===== config.mk =====
export PLATFORM = sky130hd
export DESIGN_NAME = weight_tile_reader
export DESIGN_NICKNAME = d
export VERILOG_FILES = /design/src/rtl/router_pkg.sv /design/src/rtl/weight_tile_reader_tile_buffer.sv /design/src/rtl/weight_tile_reader.sv
export SDC_FILE = /design/constraint.sdc
export NUM_CORES = 1
export LEC_CHECK = 0
export CORE_MARGIN = 2
export CORE_UTILIZATION = 55
export CTS_CLUSTER_SIZE = 40
export DETAILED_ROUTE_END_ITERATION = 6
export GPL_ROUTABILITY_DRIVEN = 0
export PLACE_DENSITY = 0.78
export RECOVER_POWER = 100
export SLEW_MARGIN = 30
export SYNTH_ARGS = -nofsm -noshare
export SYNTH_HDL_FRONTEND = slang
export SYNTH_SLANG_ARGS = --single-unit

===== constraint.sdc =====
create_clock -name i_clk -period 11.3 [get_ports i_clk]
set_input_delay 1.13 -clock i_clk [delete_from_list [all_inputs] [get_ports i_clk]]
set_output_delay 1.13 -clock i_clk [all_outputs]
set_load 0.05 [all_outputs]

===== src/rtl/router_pkg.sv =====
// ---------------------------------------------------------------------------
// router_pkg
//   Types and defaults shared by the weight tile reader and its tile buffer.
//   - tile_rd_state_e : tile reader FSM states
//   - DEF_DATA_WIDTH / DEF_DATA_LENGTH : default element width and elements
//     per SRAM word
//   - idx_width()     : index width for n entries, never narrower than 1 bit
// ---------------------------------------------------------------------------
package router_pkg;

    localparam int DEF_DATA_WIDTH  = 8;
    localparam int DEF_DATA_LENGTH = 4;

    typedef enum logic [1:0] {
        IDLE   = 2'd0,
        ISSUE  = 2'd1,
        WAIT   = 2'd2,
        LOADED = 2'd3
    } tile_rd_state_e;

    function automatic int idx_width(input int n);
        return (n > 1) ? $clog2(n) : 1;
    endfunction

endpackage : router_pkg


===== src/rtl/weight_tile_reader_tile_buffer.sv =====
// ---------------------------------------------------------------------------
// tile_buffer
//   Local storage for one weight tile: TILE_DEPTH SRAM words of DATA_LENGTH
//   elements each. One word-wide write port, one element-wide registered
//   read port (latency 1; output holds when no read is requested).
// Ports
//   i_clk, i_nrst  clock, async active-low reset (read register only)
//   i_clear        sync clear of the read register
//   i_wr_en        write i_wr_data into word i_wr_idx
//   i_rd_en        register element i_rd_elem of word i_rd_idx into o_rd_data
//   o_rd_data      last element read
// ---------------------------------------------------------------------------
module tile_buffer
    import router_pkg::*;
#(
    parameter int DATA_WIDTH  = DEF_DATA_WIDTH,
    parameter int DATA_LENGTH = DEF_DATA_LENGTH,
    parameter int TILE_DEPTH  = 16,
    localparam int IDX_W      = idx_width(TILE_DEPTH),
    localparam int ELEM_W     = idx_width(DATA_LENGTH)
) (
    input  logic                              i_clk,
    input  logic                              i_nrst,
    input  logic                              i_clear,
    input  logic                              i_wr_en,
    input  logic [IDX_W-1:0]                  i_wr_idx,
    input  logic [DATA_LENGTH*DATA_WIDTH-1:0] i_wr_data,
    input  logic                              i_rd_en,
    input  logic [IDX_W-1:0]                  i_rd_idx,
    input  logic [ELEM_W-1:0]                 i_rd_elem,
    output logic [DATA_WIDTH-1:0]             o_rd_data
);

    // Packed element view: element 0 sits in the word's LSBs.
    logic [DATA_LENGTH-1:0][DATA_WIDTH-1:0] mem [TILE_DEPTH];

    // NOTE: storage array has no reset; readers only see words already written,
    // so resetting it would only add a reset net to every bit.
    always_ff @(posedge i_clk) begin
        if (i_wr_en) begin
            mem[i_wr_idx] <= i_wr_data;
        end
    end

    always_ff @(posedge i_clk or negedge i_nrst) begin
        if (!i_nrst) begin
            o_rd_data <= '0;
        end else if (i_clear) begin
            o_rd_data <= '0;
        end else if (i_rd_en) begin
            o_rd_data <= mem[i_rd_idx][i_rd_elem];
        end
    end

endmodule : tile_buffer


===== src/rtl/weight_tile_reader.sv =====
// ---------------------------------------------------------------------------
// weight_tile_reader
//   Loads a tile of SRAM words (one read per cycle) into a local buffer and
//   streams it out one element per pop while loading is still in progress.
//   i_data_out_reset replays the buffered tile without touching SRAM.
// Ports
//   i_clk, i_nrst, i_reg_clear             clock, async reset, sync clear
//   i_start, i_base_addr, i_tile_len       tile request
//   o_sram_read_en, o_read_addr            SRAM read request (registered)
//   i_sram_data_valid, i_sram_data         SRAM return beats
//   i_data_out_en, i_data_out_reset        pop / rewind output cursor
//   o_data, o_data_valid                   popped element (latency 1)
//   o_empty, o_full, o_busy, o_done        status
// ---------------------------------------------------------------------------
module weight_tile_reader
    import router_pkg::*;
#(
    parameter int ADDR_WIDTH  = 8,
    parameter int DATA_WIDTH  = DEF_DATA_WIDTH,
    parameter int DATA_LENGTH = DEF_DATA_LENGTH,
    parameter int TILE_DEPTH  = 16
) (
    input  logic                              i_clk,
    input  logic                              i_nrst,
    input  logic                              i_reg_clear,
    input  logic                              i_start,
    input  logic [ADDR_WIDTH-1:0]             i_base_addr,
    input  logic [ADDR_WIDTH-1:0]             i_tile_len,
    output logic                              o_sram_read_en,
    output logic [ADDR_WIDTH-1:0]             o_read_addr,
    input  logic                              i_sram_data_valid,
    input  logic [DATA_LENGTH*DATA_WIDTH-1:0] i_sram_data,
    input  logic                              i_data_out_en,
    input  logic                              i_data_out_reset,
    output logic [DATA_WIDTH-1:0]             o_data,
    output logic                              o_data_valid,
    output logic                              o_empty,
    output logic                              o_full,
    output logic                              o_busy,
    output logic                              o_done
);

    localparam int CNT_W  = $clog2(TILE_DEPTH + 1);
    localparam int IDX_W  = idx_width(TILE_DEPTH);
    localparam int ELEM_W = idx_width(DATA_LENGTH);
    localparam logic [CNT_W-1:0]  DEPTH_CNT = CNT_W'(TILE_DEPTH);
    localparam logic [ELEM_W-1:0] LAST_ELEM = ELEM_W'(DATA_LENGTH - 1);

    tile_rd_state_e        state;
    logic [ADDR_WIDTH-1:0] base;
    logic [CNT_W-1:0]      len_eff;
    logic [CNT_W-1:0]      issue_cnt;    // reads already strobed
    logic [CNT_W-1:0]      wr_cnt;       // words stored in the buffer
    logic [CNT_W-1:0]      word_idx;
    logic [ELEM_W-1:0]     elem_idx;
    logic                  exhausted;    // last element of the tile popped

    logic [CNT_W-1:0]      len_in;
    logic                  start_ok;
    logic                  beat_ok;
    logic                  pop;
    logic                  last_elem;

    // NOTE: every always_comb output gets a default first so no path can
    // leave it unassigned and infer a latch.
    always_comb begin
        len_in    = CNT_W'(i_tile_len);
        if (i_tile_len > ADDR_WIDTH'(TILE_DEPTH)) begin
            len_in = DEPTH_CNT;
        end
        start_ok  = i_start && (state == IDLE || state == LOADED);
        // Beats with nowhere to go (tile complete, or stale after a clear) are dropped.
        beat_ok   = i_sram_data_valid && (state != IDLE) && (wr_cnt != len_eff);
        last_elem = (word_idx == len_eff - CNT_W'(1)) && (elem_idx == LAST_ELEM);
        // Rewind and a new start both override a pop in the same cycle.
        pop       = i_data_out_en && !o_empty && !i_data_out_reset && !start_ok;
    end

    assign o_empty = exhausted || (word_idx >= wr_cnt);
    assign o_full  = (wr_cnt == len_eff) && (state == LOADED);
    assign o_busy  = (state != IDLE);

    // NOTE: state registers use non-blocking assignments so every register
    // samples pre-edge values regardless of statement order.
    always_ff @(posedge i_clk or negedge i_nrst) begin
        if (!i_nrst) begin
            state          <= IDLE;
            base           <= '0;
            len_eff        <= '0;
            issue_cnt      <= '0;
            wr_cnt         <= '0;
            word_idx       <= '0;
            elem_idx       <= '0;
            exhausted      <= 1'b0;
            o_sram_read_en <= 1'b0;
            o_read_addr    <= '0;
            o_data_valid   <= 1'b0;
            o_done         <= 1'b0;
        end else if (i_reg_clear) begin
            state          <= IDLE;
            base           <= '0;
            len_eff        <= '0;
            issue_cnt      <= '0;
            wr_cnt         <= '0;
            word_idx       <= '0;
            elem_idx       <= '0;
            exhausted      <= 1'b0;
            o_sram_read_en <= 1'b0;
            o_read_addr    <= '0;
            o_data_valid   <= 1'b0;
            o_done         <= 1'b0;
        end else begin
            o_data_valid <= pop;
            o_done       <= pop && last_elem;

            if (beat_ok) begin
                wr_cnt <= wr_cnt + 1'b1;
            end

            // Output cursor, element-major within each word.
            if (start_ok || i_data_out_reset) begin
                word_idx  <= '0;
                elem_idx  <= '0;
                exhausted <= 1'b0;
            end else if (pop) begin
                if (elem_idx == LAST_ELEM) begin
                    elem_idx <= '0;
                    if (last_elem) begin
                        exhausted <= 1'b1;
                    end else begin
                        word_idx <= word_idx + 1'b1;
                    end
                end else begin
                    elem_idx <= elem_idx + 1'b1;
                end
            end

            case (state)
                IDLE, LOADED: begin
                    if (i_start) begin
                        base      <= i_base_addr;
                        len_eff   <= len_in;
                        wr_cnt    <= '0;
                        if (len_in == '0) begin
                            state  <= IDLE;
                            o_done <= 1'b1;
                        end else begin
                            // First strobe is registered here so it shows the cycle after i_start.
                            state          <= ISSUE;
                            o_sram_read_en <= 1'b1;
                            o_read_addr    <= i_base_addr;
                            issue_cnt      <= CNT_W'(1);
                        end
                    end
                end
                ISSUE: begin
                    if (issue_cnt == len_eff) begin
                        state          <= WAIT;
                        o_sram_read_en <= 1'b0;
                        o_read_addr    <= '0;
                    end else begin
                        o_read_addr <= base + ADDR_WIDTH'(issue_cnt);
                        issue_cnt   <= issue_cnt + 1'b1;
                    end
                end
                WAIT: begin
                    if (wr_cnt == len_eff) begin
                        state <= LOADED;
                    end
                end
                default: state <= IDLE;
            endcase
        end
    end

    tile_buffer #(
        .DATA_WIDTH  (DATA_WIDTH),
        .DATA_LENGTH (DATA_LENGTH),
        .TILE_DEPTH  (TILE_DEPTH)
    ) u_tile_buffer (
        .i_clk     (i_clk),
        .i_nrst    (i_nrst),
        .i_clear   (i_reg_clear),
        .i_wr_en   (beat_ok && !i_reg_clear),
        .i_wr_idx  (wr_cnt[IDX_W-1:0]),
        .i_wr_data (i_sram_data),
        .i_rd_en   (pop),
        .i_rd_idx  (word_idx[IDX_W-1:0]),
        .i_rd_elem (elem_idx),
        .o_rd_data (o_data)
    );

endmodule : weight_tile_reader


==> results.toml <==
[finish]
finalNetCount = 1401
num_antenna_cells = 0
multi_input_area_um2 = 5657
seq_area_um2 = 16680
drive_gt1_frac = 0.1412
mostFrequentLayoutCells = "edfxtp_1, mux4_2, mux2i_1"
area_growth_pct = 12.87
fill_cells = 2842
layout_commonest_cell = "edfxtp_1"

[timing]
grt_setup_unrepaired = "false"
fin_crit_sh = 0.5160
tns_ns = 0
finalHoldViolations = 0
final_max_slew_viol_count = 543
max_freq_ghz = 0.1715
slew_headroom = -1.114
fin_crit_ns = 5.831
worst_pin_slew_ns = 3.172
finalSetupViolCount = 0
skew_ns = 0.04345

[cts]
clock_path_buffers = 3
postCtsHoldBufs = 0
tritoncts = "built"
htree_levels = 2
clkTransAtPathRegs_ns = 0.07
clock-sinks = 564
cts_root_buf = "clkbuf_16"
cts_buffers = 54
cts_setup_buffers = 0
cts_resized = 0
clkLatencyLatePin_ns = 0.62

[synth]
yosysSeqAreaShare = 0.7312
synth_cell_types = 62
syn_inst = 1230
syn-num-nets = 1308
ys_warn_count = 0
syn_area_um2 = 22810
async_flop_share = 0.09220
synthFlopType = "edfxtp_1"
synth_seq_cells = 564
avgSynthCellArea_um2 = 18.54
synth_edf_count = 512

[power_and_ir_drop]
max-vdd-ir-drop_mv = 0.1308
p_total_uw = 4390
power_density_nw_per_um2 = 170.5
total_leakage_power_uw = 0.008138

[setup_path]
end_kind = "register"
crit_top_cell = "a211oi_1"
slowest_stage = "clkbuf_1"
worstPathArrival_ns = 6.24
required_ns = 11.71
worstPathMaxFanout = 50
crit_chain = "clkbuf_1 -> buf_6 -> mux4_2 -> a22o_1 -> a2111oi_0 -> a211oi_1 -> a211oi_1 -> nor3_1"
slowest_delay_ns = 1.89
crit_family = "buffers and inverters"
cp-start-kind = "register"
worst-path-buf-inv = 2
worst-setup-path-type = "register to register"

[routing]
drt-initial-drc-count = 1338
routed_wirelength_um = 51260
vias = 12110
drt_pre_antenna_iters = 7
ant_nets = 0
wl_per_cell_um = 26.99
drc_errors = 0
vias_per_cell = 6.377

[floorplan]
die_width_um = 207.6
num_io_pins = 77
die_area_um2 = 43110
rows = 74
dieHeight_um = 207.6
core_area_um2 = 40920
initial_utilization = 0.5573

[global_route]
grt_max_degree = 59
grt_pass1_vias = 12300
antenna_found_initial = 1
grt.overflow.total = 0
grt_pass1_wl_um = 76290
grt_usage = 0.2363

[run_status]
outcome = "finished, violations left"
violations = "capacitance limit, slew limit"

[run]
drv_cap = 19

[place]
hpwl_um = 28900
io_buffer_count = 76

[worst_hold_path]
hold_class = "register to register"
-- Yosys cell counts, drive strengths merged, types with 2 or more instances --
master   instances  area, um2
edfxtp         512      15370
mux4            99       2271
mux2i           67      670.6
nand2           58      217.7
dfrtp           52       1301
a21oi           49      245.2
nor2            43      161.4
buf             42      332.8
clkbuf          28      105.1
o221ai          24      210.2
a22oi           22      165.2
ha              22      275.3
nand3           21      105.1
inv             17      63.81
a211oi          15      112.6
o21ai           14      70.06
nand2b          13      81.33
a2111oi         12      130.1
xnor2           12      105.1
xor2            12      105.1
nor4             9      56.30
a22o             8      70.07
nor2b            8      50.05
o22ai            8      50.05
a31oi            7      43.79
nor3             7      35.03
nand4            5      31.28
o211ai           4      30.03
o31ai            4      30.03
a21o             3      22.52
and3             3      18.77
nor3b            3      22.52
or4              3      22.52
a221oi           2      17.52
o21a             2      15.01
o41ai            2      25.03
or2              2      12.51
-- worst register-to-register path, stage by stage, from the launching register on --
cell	delay (ns)
dfrtp_1	1.33
clkbuf_1	1.89
buf_6	0.71
mux4_2	0.62
a22o_1	0.25
a2111oi_0	0.43
a211oi_1	0.10
a211oi_1	0.23
nor3_1	0.09
-- sequential cells by signal (all words and copies together), names as in the netlist --
name / flops
exhausted: 1
len_eff: 5
o_data_valid: 1
word_idx: 5
o_sram_read_en: 1
state: 2
elem_idx: 2
u_tile_buffer.o_rd_data: 8
o_done: 1
issue_cnt: 5
base: 8
u_tile_buffer.mem: 512
wr_cnt: 5
o_read_addr: 8
-- where the power goes --
group	leakage [uW]	total (uW)	internal (uW)	switching (uW)
Combinational	0.00201	308	96.9	211
Clock	0.000825	1750	975	773
Sequential	0.00531	2330	2310	24.7
-- final cells by class --
class,instances,share of cell area
sequential,564,0.6481
multi-input combinational,578,0.2198
clock buffer,70,0.05600
timing repair buffer,107,0.03655
tap,532,0.02586
clock inverter,30,0.01113
inverter,18,0.002625
-- layer usage --
layer  track usage  vias to the layer above  part of all wire
li1              -                     5197                 -
met1        0.3222                     6183              0.39
met2        0.3816                      627              0.49
met3       0.05658                      101             0.094
met4       0.07532                        2             0.030
met5             0                        -           0.00016
-- stage by stage --
stage | hold WS [ns] | std cells | utilization | instance area [um2] | setup slack (ns)
after floorplan | 0.4635 | 1230 | - | 22810 | 6.222
after global placement | 0.4710 | 1793 | 0.5891 | 24110 | 7.126
after detailed placement | 0.4733 | 1798 | 0.5927 | 24260 | 7.063
after CTS | 0.4923 | 1898 | 0.6349 | 25980 | 6.593
after global routing | 0.5113 | 1899 | 0.6290 | 25740 | 4.809
final | 0.4836 | 1899 | 0.6290 | 25740 | 5.469
-- cells by family (layout without fill, tap and decap cells) --
| logic type | Yosys count | in the layout | synth area share |
|---|---|---|---|
| mux | 167 | 167 | 0.1295 |
| xor+xnor | 24 | 24 | 0.009217 |
| simple gates | 181 | 181 | 0.03786 |
| buf+inv | 88 | 225 | 0.02217 |
| compound gates | 183 | 183 | 0.05711 |
| flops | 564 | 564 | 0.7312 |
| fa+ha+maj | 23 | 23 | 0.01295 |
-- path summary, 6_finish.rpt --
kind / startpoint / end / slack (ns) / depth (start not counted)
max: word_idx[0]$_DFFE_PN0P_ / u_tile_buffer.o_rd_data[5]$_DFFE_PN0P_ / 5.47 / 8
max reg2reg: word_idx[0]$_DFFE_PN0P_ / u_tile_buffer.o_rd_data[5]$_DFFE_PN0P_ / 5.47 / 8
min in group asynchronous: i_nrst / base[5]$_DFFE_PN0P_ / 1.68 / 2
max in group asynchronous: i_nrst / word_idx[2]$_DFFE_PN0P_ / 7.38 / 2
min reg2reg: o_read_addr[6]$_DFFE_PN0P_ / o_read_addr[6]$_DFFE_PN0P_ / 0.48 / 2
min: o_read_addr[6]$_DFFE_PN0P_ / o_read_addr[6]$_DFFE_PN0P_ / 0.48 / 2
Power figures use the tool's default switching activity.
